**src/rtl/display_pkg.sv**
```systemverilog
// Shared encodings for the display source sequencer: mode constants,
// FSM state type and a constant-foldable ceiling-log2 helper.
package display_pkg;

    localparam logic MODE_PRIORITY = 1'b0;
    localparam logic MODE_ROTATE   = 1'b1;

    typedef enum logic {
        ST_IDLE = 1'b0,
        ST_SHOW = 1'b1
    } state_t;

    function automatic int clog2(input int value);
        int result;
        int v;
        result = 0;
        v = value - 1;
        while (v > 0) begin
            result++;
            v = v >> 1;
        end
        return result;
    endfunction

endpackage

```
**src/rtl/next_valid_finder.sv**
```systemverilog
// Combinational search for the first valid channel strictly after start,
// wrapping modulo NUM_CH; start itself is the last candidate checked.
module next_valid_finder
    import display_pkg::*;
#(
    parameter int NUM_CH = 4,
    parameter int IDX_W  = clog2(NUM_CH)
) (
    input  logic [NUM_CH-1:0] valid,
    input  logic [IDX_W-1:0]  start,
    output logic [IDX_W-1:0]  idx,
    output logic              any
);

    logic [IDX_W-1:0] cand [NUM_CH];

    // cand[gi] is (start + gi + 1) mod NUM_CH, without a divider
    generate
        for (genvar gi = 0; gi < NUM_CH; gi++) begin : g_cand
            logic [IDX_W:0] sum;
            assign sum = {1'b0, start} + (IDX_W+1)'(gi + 1);
            assign cand[gi] = (sum >= (IDX_W+1)'(NUM_CH))
                            ? IDX_W'(sum - (IDX_W+1)'(NUM_CH))
                            : sum[IDX_W-1:0];
        end
    endgenerate

    always_comb begin
        idx = start;
        for (int k = NUM_CH - 1; k >= 0; k--) begin
            if (valid[cand[k]]) begin
                idx = cand[k];
            end
        end
    end

    assign any = |valid;

endmodule

```
**src/rtl/display_source_sequencer.sv**
```systemverilog
// Selects which channel word drives the seven-segment display, either by
// fixed priority or by timed rotation over the valid channels.
module display_source_sequencer
    import display_pkg::*;
#(
    parameter int NUM_CH       = 4,
    parameter int DATA_W       = 16,
    parameter int DWELL_CYCLES = 40_000_000
) (
    input  logic                       clk,
    input  logic                       reset,
    input  logic [NUM_CH*DATA_W-1:0]   ch_data,
    input  logic [NUM_CH-1:0]          ch_valid,
    input  logic                       mode,
    input  logic                       hold,
    input  logic [DATA_W-1:0]          idle_code,
    output logic [DATA_W-1:0]          disp_out,
    output logic [clog2(NUM_CH)-1:0]   disp_ch,
    output logic                       disp_idle,
    output logic                       switch_pulse
);

    localparam int IDX_W = clog2(NUM_CH);
    localparam int CNT_W = clog2(DWELL_CYCLES);
    localparam logic [CNT_W-1:0] CNT_TERM = CNT_W'(DWELL_CYCLES - 1);
    localparam logic [IDX_W-1:0] LOW_START = IDX_W'(NUM_CH - 1);

    state_t             state_reg, state_next;
    logic [IDX_W-1:0]   sel_reg, sel_next;
    logic [CNT_W-1:0]   cnt_reg, cnt_next;
    logic               mode_reg;
    logic               mode_changed;

    logic [IDX_W-1:0]   low_idx, next_idx;
    logic               any_low, any_next, any_valid;

    logic [DATA_W-1:0]  disp_out_next;
    logic [IDX_W-1:0]   disp_ch_next;
    logic               disp_idle_next;
    logic               switch_next;

    logic [DATA_W-1:0]  ch_word [NUM_CH];

    generate
        for (genvar gi = 0; gi < NUM_CH; gi++) begin : g_unpack
            assign ch_word[gi] = ch_data[gi*DATA_W +: DATA_W];
        end
    endgenerate

    // Starting the search at the top index makes the wrap land on channel 0 first
    next_valid_finder #(.NUM_CH(NUM_CH), .IDX_W(IDX_W)) u_low (
        .valid (ch_valid),
        .start (LOW_START),
        .idx   (low_idx),
        .any   (any_low)
    );

    next_valid_finder #(.NUM_CH(NUM_CH), .IDX_W(IDX_W)) u_next (
        .valid (ch_valid),
        .start (sel_reg),
        .idx   (next_idx),
        .any   (any_next)
    );

    assign any_valid    = any_low | any_next;
    assign mode_changed = (mode != mode_reg);

    always_ff @(posedge clk or posedge reset) begin
        if (reset) begin
            state_reg <= ST_IDLE;
            sel_reg   <= '0;
            cnt_reg   <= '0;
            mode_reg  <= MODE_PRIORITY;
        end else begin
            state_reg <= state_next;
            sel_reg   <= sel_next;
            cnt_reg   <= cnt_next;
            mode_reg  <= mode;
        end
    end

    always_comb begin
        state_next = state_reg;
        sel_next   = sel_reg;
        cnt_next   = cnt_reg;
        case (state_reg)
            ST_IDLE: begin
                cnt_next = '0;
                if (any_valid) begin
                    state_next = ST_SHOW;
                    sel_next   = low_idx;
                end
            end
            ST_SHOW: begin
                if (!any_valid) begin
                    state_next = ST_IDLE;
                    cnt_next   = '0;
                end else if (mode == MODE_PRIORITY) begin
                    cnt_next = '0;
                    if (!hold || !ch_valid[sel_reg] || mode_changed) begin
                        sel_next = low_idx;
                    end
                end else if (!ch_valid[sel_reg]) begin
                    // Lost source: move on at once, even under hold
                    sel_next = next_idx;
                    cnt_next = '0;
                end else if (mode_changed) begin
                    cnt_next = '0;
                end else if (!hold) begin
                    if (cnt_reg == CNT_TERM) begin
                        cnt_next = '0;
                        sel_next = next_idx;
                    end else begin
                        cnt_next = cnt_reg + CNT_W'(1);
                    end
                end
            end
            default: begin
                state_next = ST_IDLE;
            end
        endcase
    end

    always_comb begin
        disp_idle_next = (state_next == ST_IDLE);
        disp_ch_next   = sel_next;
        disp_out_next  = disp_idle_next ? idle_code : ch_word[sel_next];
        switch_next    = (disp_ch_next != disp_ch) || (disp_idle_next != disp_idle);
    end

    always_ff @(posedge clk or posedge reset) begin
        if (reset) begin
            disp_out     <= '0;
            disp_ch      <= '0;
            disp_idle    <= 1'b1;
            switch_pulse <= 1'b0;
        end else begin
            disp_out     <= disp_out_next;
            disp_ch      <= disp_ch_next;
            disp_idle    <= disp_idle_next;
            switch_pulse <= switch_next;
        end
    end

endmodule

```
**config.mk**
```make
export PLATFORM = sky130hd
export DESIGN_NAME = display_source_sequencer
export DESIGN_NICKNAME = d
export VERILOG_FILES = /design/src/rtl/display_pkg.sv /design/src/rtl/next_valid_finder.sv /design/src/rtl/display_source_sequencer.sv
export SDC_FILE = /design/constraint.sdc
export NUM_CORES = 1
export LEC_CHECK = 0
export CAP_MARGIN = 0
export CORE_MARGIN = 1.5
export CORE_UTILIZATION = 46
export DETAILED_ROUTE_END_ITERATION = 10
export PLACE_DENSITY = 0.81
export SETUP_SLACK_MARGIN = 0.4
export SYNTH_ARGS = -nofsm -noshare
export SYNTH_HDL_FRONTEND = slang
export SYNTH_HIERARCHICAL = 1
export SYNTH_SLANG_ARGS = --single-unit
```
**constraint.sdc**
```tcl
create_clock -name clk -period 3.2 [get_ports clk]
set_input_delay 0.96 -clock clk [delete_from_list [all_inputs] [get_ports clk]]
set_output_delay 0.96 -clock clk [all_outputs]
set_load 0.02 [all_outputs]
```
==> results.sh <==
export IMPL_final_fill_count=390
export IMPL_die_area_sq_mm=0.007202
export IMPL_synth_yosys_warnings=6
export IMPL_final_period_utilization_pct=96.23
export IMPL_critical_path_startpoint="ch_valid[3]"
export IMPL_critical_path_peak_fanout=6
export IMPL_timing_critical_path_mode_cell="buf_12"
export IMPL_total_switching_power_w=0.0009140
export IMPL_report_final_setup_viol=0
export IMPL_detailed_place_hpwl_mm=6.730
export IMPL_routed_via_count=3215
export IMPL_syn_to_final_growth_pct=61.49
export IMPL_internal_power_w=0.001600
export IMPL_route_final_wire_length_mm=10.08
export IMPL_critPathCaptureType="register"
export IMPL_gr_total_overflow=0
export IMPL_clock_root_buffer="clkbuf_8"
export IMPL_ir_drop_uv=468.5
export IMPL_layout_min_cycle_time_ns=3.079
export IMPL_grt_pass1_wl_mm=15.87
export IMPL_final_antenna_net_count=0
export IMPL_initialDrtViolationCount=228
export IMPL_post_route_util_pct=77.52
export IMPL_netlist_area_sq_mm=0.003083
export IMPL_setup_worst_path_end="disp_out[14]"
export IMPL_clk_insertion_delay_late_ns=0.32
export IMPL_clock_buffers_created_by_tritoncts=5
export IMPL_worst_ep_arrival_time_ns=3.30
export IMPL_largest_register_ffs=26
export IMPL_grt_usage_pct=28.62
export IMPL_tot_pwr_w=0.002514
export IMPL_numPortBuffers=107
export IMPL_synth_yosys_seq_area_share_pct=39.00
export IMPL_floorplan_initialDensity_pct=48.00
export IMPL_leak_pwr_nw=2.066
export IMPL_syn_instance_count=320
export IMPL_holdBufCountCts=0
export IMPL_critical_path_slowest_cell="or4_4"
export IMPL_outcome="finished, final reports clean"
export IMPL_synth_top_family_by_area="simple AND/OR/NAND/NOR gates"
export IMPL_power_density_cell_area_mw_per_mm2=504.9
export IMPL_critical_path_max_stage_delay_ns=0.52
export IMPL_synthSimpleGateAreaFrac_pct=21.67
export IMPL_synthesized_area_fraction_occupied_by_adder_cells_pct=0.4058
export IMPL_pwr_share_seq_pct=30.3
export IMPL_fin_worst_skew_ns=0.01065
export IMPL_post_drt_via_cell_ratio=5.867
export IMPL_synth_compound_area_share_pct=17.25
export IMPL_placeableCoreArea_sq_mm=0.006422
export IMPL_critPathKind="in -> reg"
export IMPL_syn_mean_instance_area_sq_um=9.634
export IMPL_report_final_hold_viol_count=0
export IMPL_switching_fraction_of_total_power_pct=36.36
export IMPL_synth_cell_type_count=55
export IMPL_r2r_start="cnt_reg[0]"
export IMPL_worst_r2r_setup_slack_ns=0.38
export IMPL_cts_path_max_buffers=2
export IMPL_path_clk_slew_ns=0.09
export IMPL_worst_flop_to_flop_path_endpoint="disp_out[2]"
export IMPL_diodes=0
export IMPL_cts_sink_count=48
export IMPL_die_h_um=84.87
export IMPL_final_instance_count_excl_fill=548
export IMPL_multiInputGateArea_sq_mm=0.002058
export IMPL_numPlacedInstances=527
export IMPL_final_seq_area_sq_mm=0.001202
export IMPL_clkPwrFrac_pct=14.4
export IMPL_final_layout_size_suffix_gt1_share_pct=24.42
export IMPL_hold_path_cells=1
export IMPL_grt_setup_unrepaired="yes"
export IMPL_vias_in_the_first_global_route=3261
export IMPL_worst_r2r_path_cells=9
export IMPL_yosys_area_share_xor_xnor_pct=5.114
export IMPL_min_path_type="reg -> reg"
export IMPL_postSynth_topFlopCell="dfrtp_1"
export IMPL_nets=559
export IMPL_achievable_frequency_mhz=324.7
export IMPL_timing_max_transition_violations_final=0
export IMPL_std_cell_rows=29
export IMPL_die_w_um=84.87
export IMPL_maxCapViolations=0
export IMPL_clock_h_tree_levels=2
export IMPL_timing_critical_path_cells="buf_8, or4_4, or2_4, buf_12, a311oi_2, o211ai_1, o41ai_4, nor2_4, buf_12, buf_12, mux2i_2, a221oi_4"
export IMPL_antenna_found_initial=0
export IMPL_drt_pass1_iterations=5
export IMPL_cts_tree="built"
export IMPL_routed_wire_length_per_instance_um=18.40
export IMPL_critPathRequiredTime_ns=3.42
export IMPL_drc=0
export IMPL_synth_seq_cells=48
export IMPL_synth_edff_count=0
export IMPL_worstSetupStartpointType="input port"
export IMPL_floorplan_io_pins=108
export IMPL_place_congestion=0.9409
export IMPL_grt_max_degree=21
export IMPL_p_comb_share_pct=55.3
export IMPL_synth_async_sr_flop_share_pct=100.0
export IMPL_synth_mux_area_fraction_pct=12.46
layout by cell type (no fill, tap or decap), types with 10 or more instances in the layout:
cell type,instances
nand2_1,13
a221oi_2,15
a21oi_1,10
nor2_1,34
nand3_1,11
clkdlybuf4s50_1,101
dfrtp_1,47
inv_1,11
mux2i_1,27
conb_1,10
buf_4,27
o21ai_0,14
metrics by stage:
stage	hold slack [ns]	setup WS (ns)	cell area (sq um)	TNS (ns)
floorplan	0.4744	0.01044	3236	0
global placement	0.4986	-0.6483	4513	-12.59
detailed placement	0.5230	-0.7450	4513	-14.89
CTS	0.5391	0.1190	4882	0
global route	0.5681	0.06131	4979	0
finish	0.5370	0.1207	4979	0
layout make-up:
class | count | share of cell area, %
clock buffer | 7 | 1.533
clock inverter | 1 | 0.1005
inverter | 13 | 1.081
multi-input combinational | 256 | 41.34
sequential | 48 | 24.15
tap | 77 | 1.935
timing repair buffer | 146 | 29.86
Yosys cell counts, drive strengths merged, types with 2 or more instances:
cell type	number	share of area (%)
and2	3	0.69
inv	12	1.5
or4	3	0.73
nor2b	5	1.0
nand3	13	2.3
a221oi	16	6.6
o21ai	15	2.4
nand4	9	1.8
dfrtp	47	38
a31oi	4	0.81
buf	8	1.8
clkbuf	5	0.61
a41oi	2	0.57
nor3	9	1.8
nor2	39	4.9
a221o	2	0.65
o22ai	2	0.41
xor2	9	2.6
and3	4	0.81
nor4b	3	0.85
nor3b	3	0.89
o31ai	4	0.97
a21oi	13	2.1
and4	3	0.85
nand2	15	1.8
or3	5	1.0
nand2b	5	1.0
mux2i	35	11
xnor2	9	2.6
critical path, delay by kind of cell:
kind | cells | cell delay, ns
AND/OR/NAND/NOR | 3 | 0.87
AO/OA/AOI/OAI | 4 | 0.79
buffers and inverters | 4 | 0.53
multiplexers | 1 | 0.16
layer usage:
layer  track usage (%)  vias up  share of wire [%]
met1             31.60     1554                 38
met2             51.05      154                 52
met4             12.07        0                2.7
met3             8.755       25                7.5
met5                 0        -                  0
li1                  -     1482                  -
repair_timing:
action / in CTS / in global routing
pin swaps: 19 / 16
buffers inserted: 7 / 3
gates resized for setup: 53 / 18
setup endpoints to repair: 43 / 26
gates cloned: 3 / 0
logic make-up after synthesis:
family          count (synthesis)
simple gates                  123
fa+ha+maj                       1
xor+xnor                       18
other cells                     1
flops                          48
mux                            37
compound gates                 66
buf+inv                        26
power by group through the flow:
stage | combinational, W | clock, W | sequential [W]
2_1_floorplan | 0.000548 | 0 | 0.000895
3_3_place_gp | 0.00112 | 0 | 0.000763
3_5_place_dp | 0.00113 | 0 | 0.000768
4_1_cts | 0.00132 | 0.000365 | 0.000758
5_1_grt | 0.00145 | 0.000392 | 0.000770
6_report | 0.00139 | 0.000363 | 0.000761
worst min-delay path by stage:
| stage | from | endpoint | slack, ns |
|---|---|---|---|
| finish | cnt_reg[3] | cnt_reg[3] | 0.54 |
| global route | cnt_reg[3] | cnt_reg[3] | 0.57 |
| CTS | cnt_reg[3] | cnt_reg[3] | 0.54 |
| detailed placement | cnt_reg[3] | cnt_reg[3] | 0.52 |
| global placement | cnt_reg[3] | cnt_reg[3] | 0.50 |
| floorplan | cnt_reg[3] | cnt_reg[3] | 0.47 |
Power figures use the tool's default switching activity.
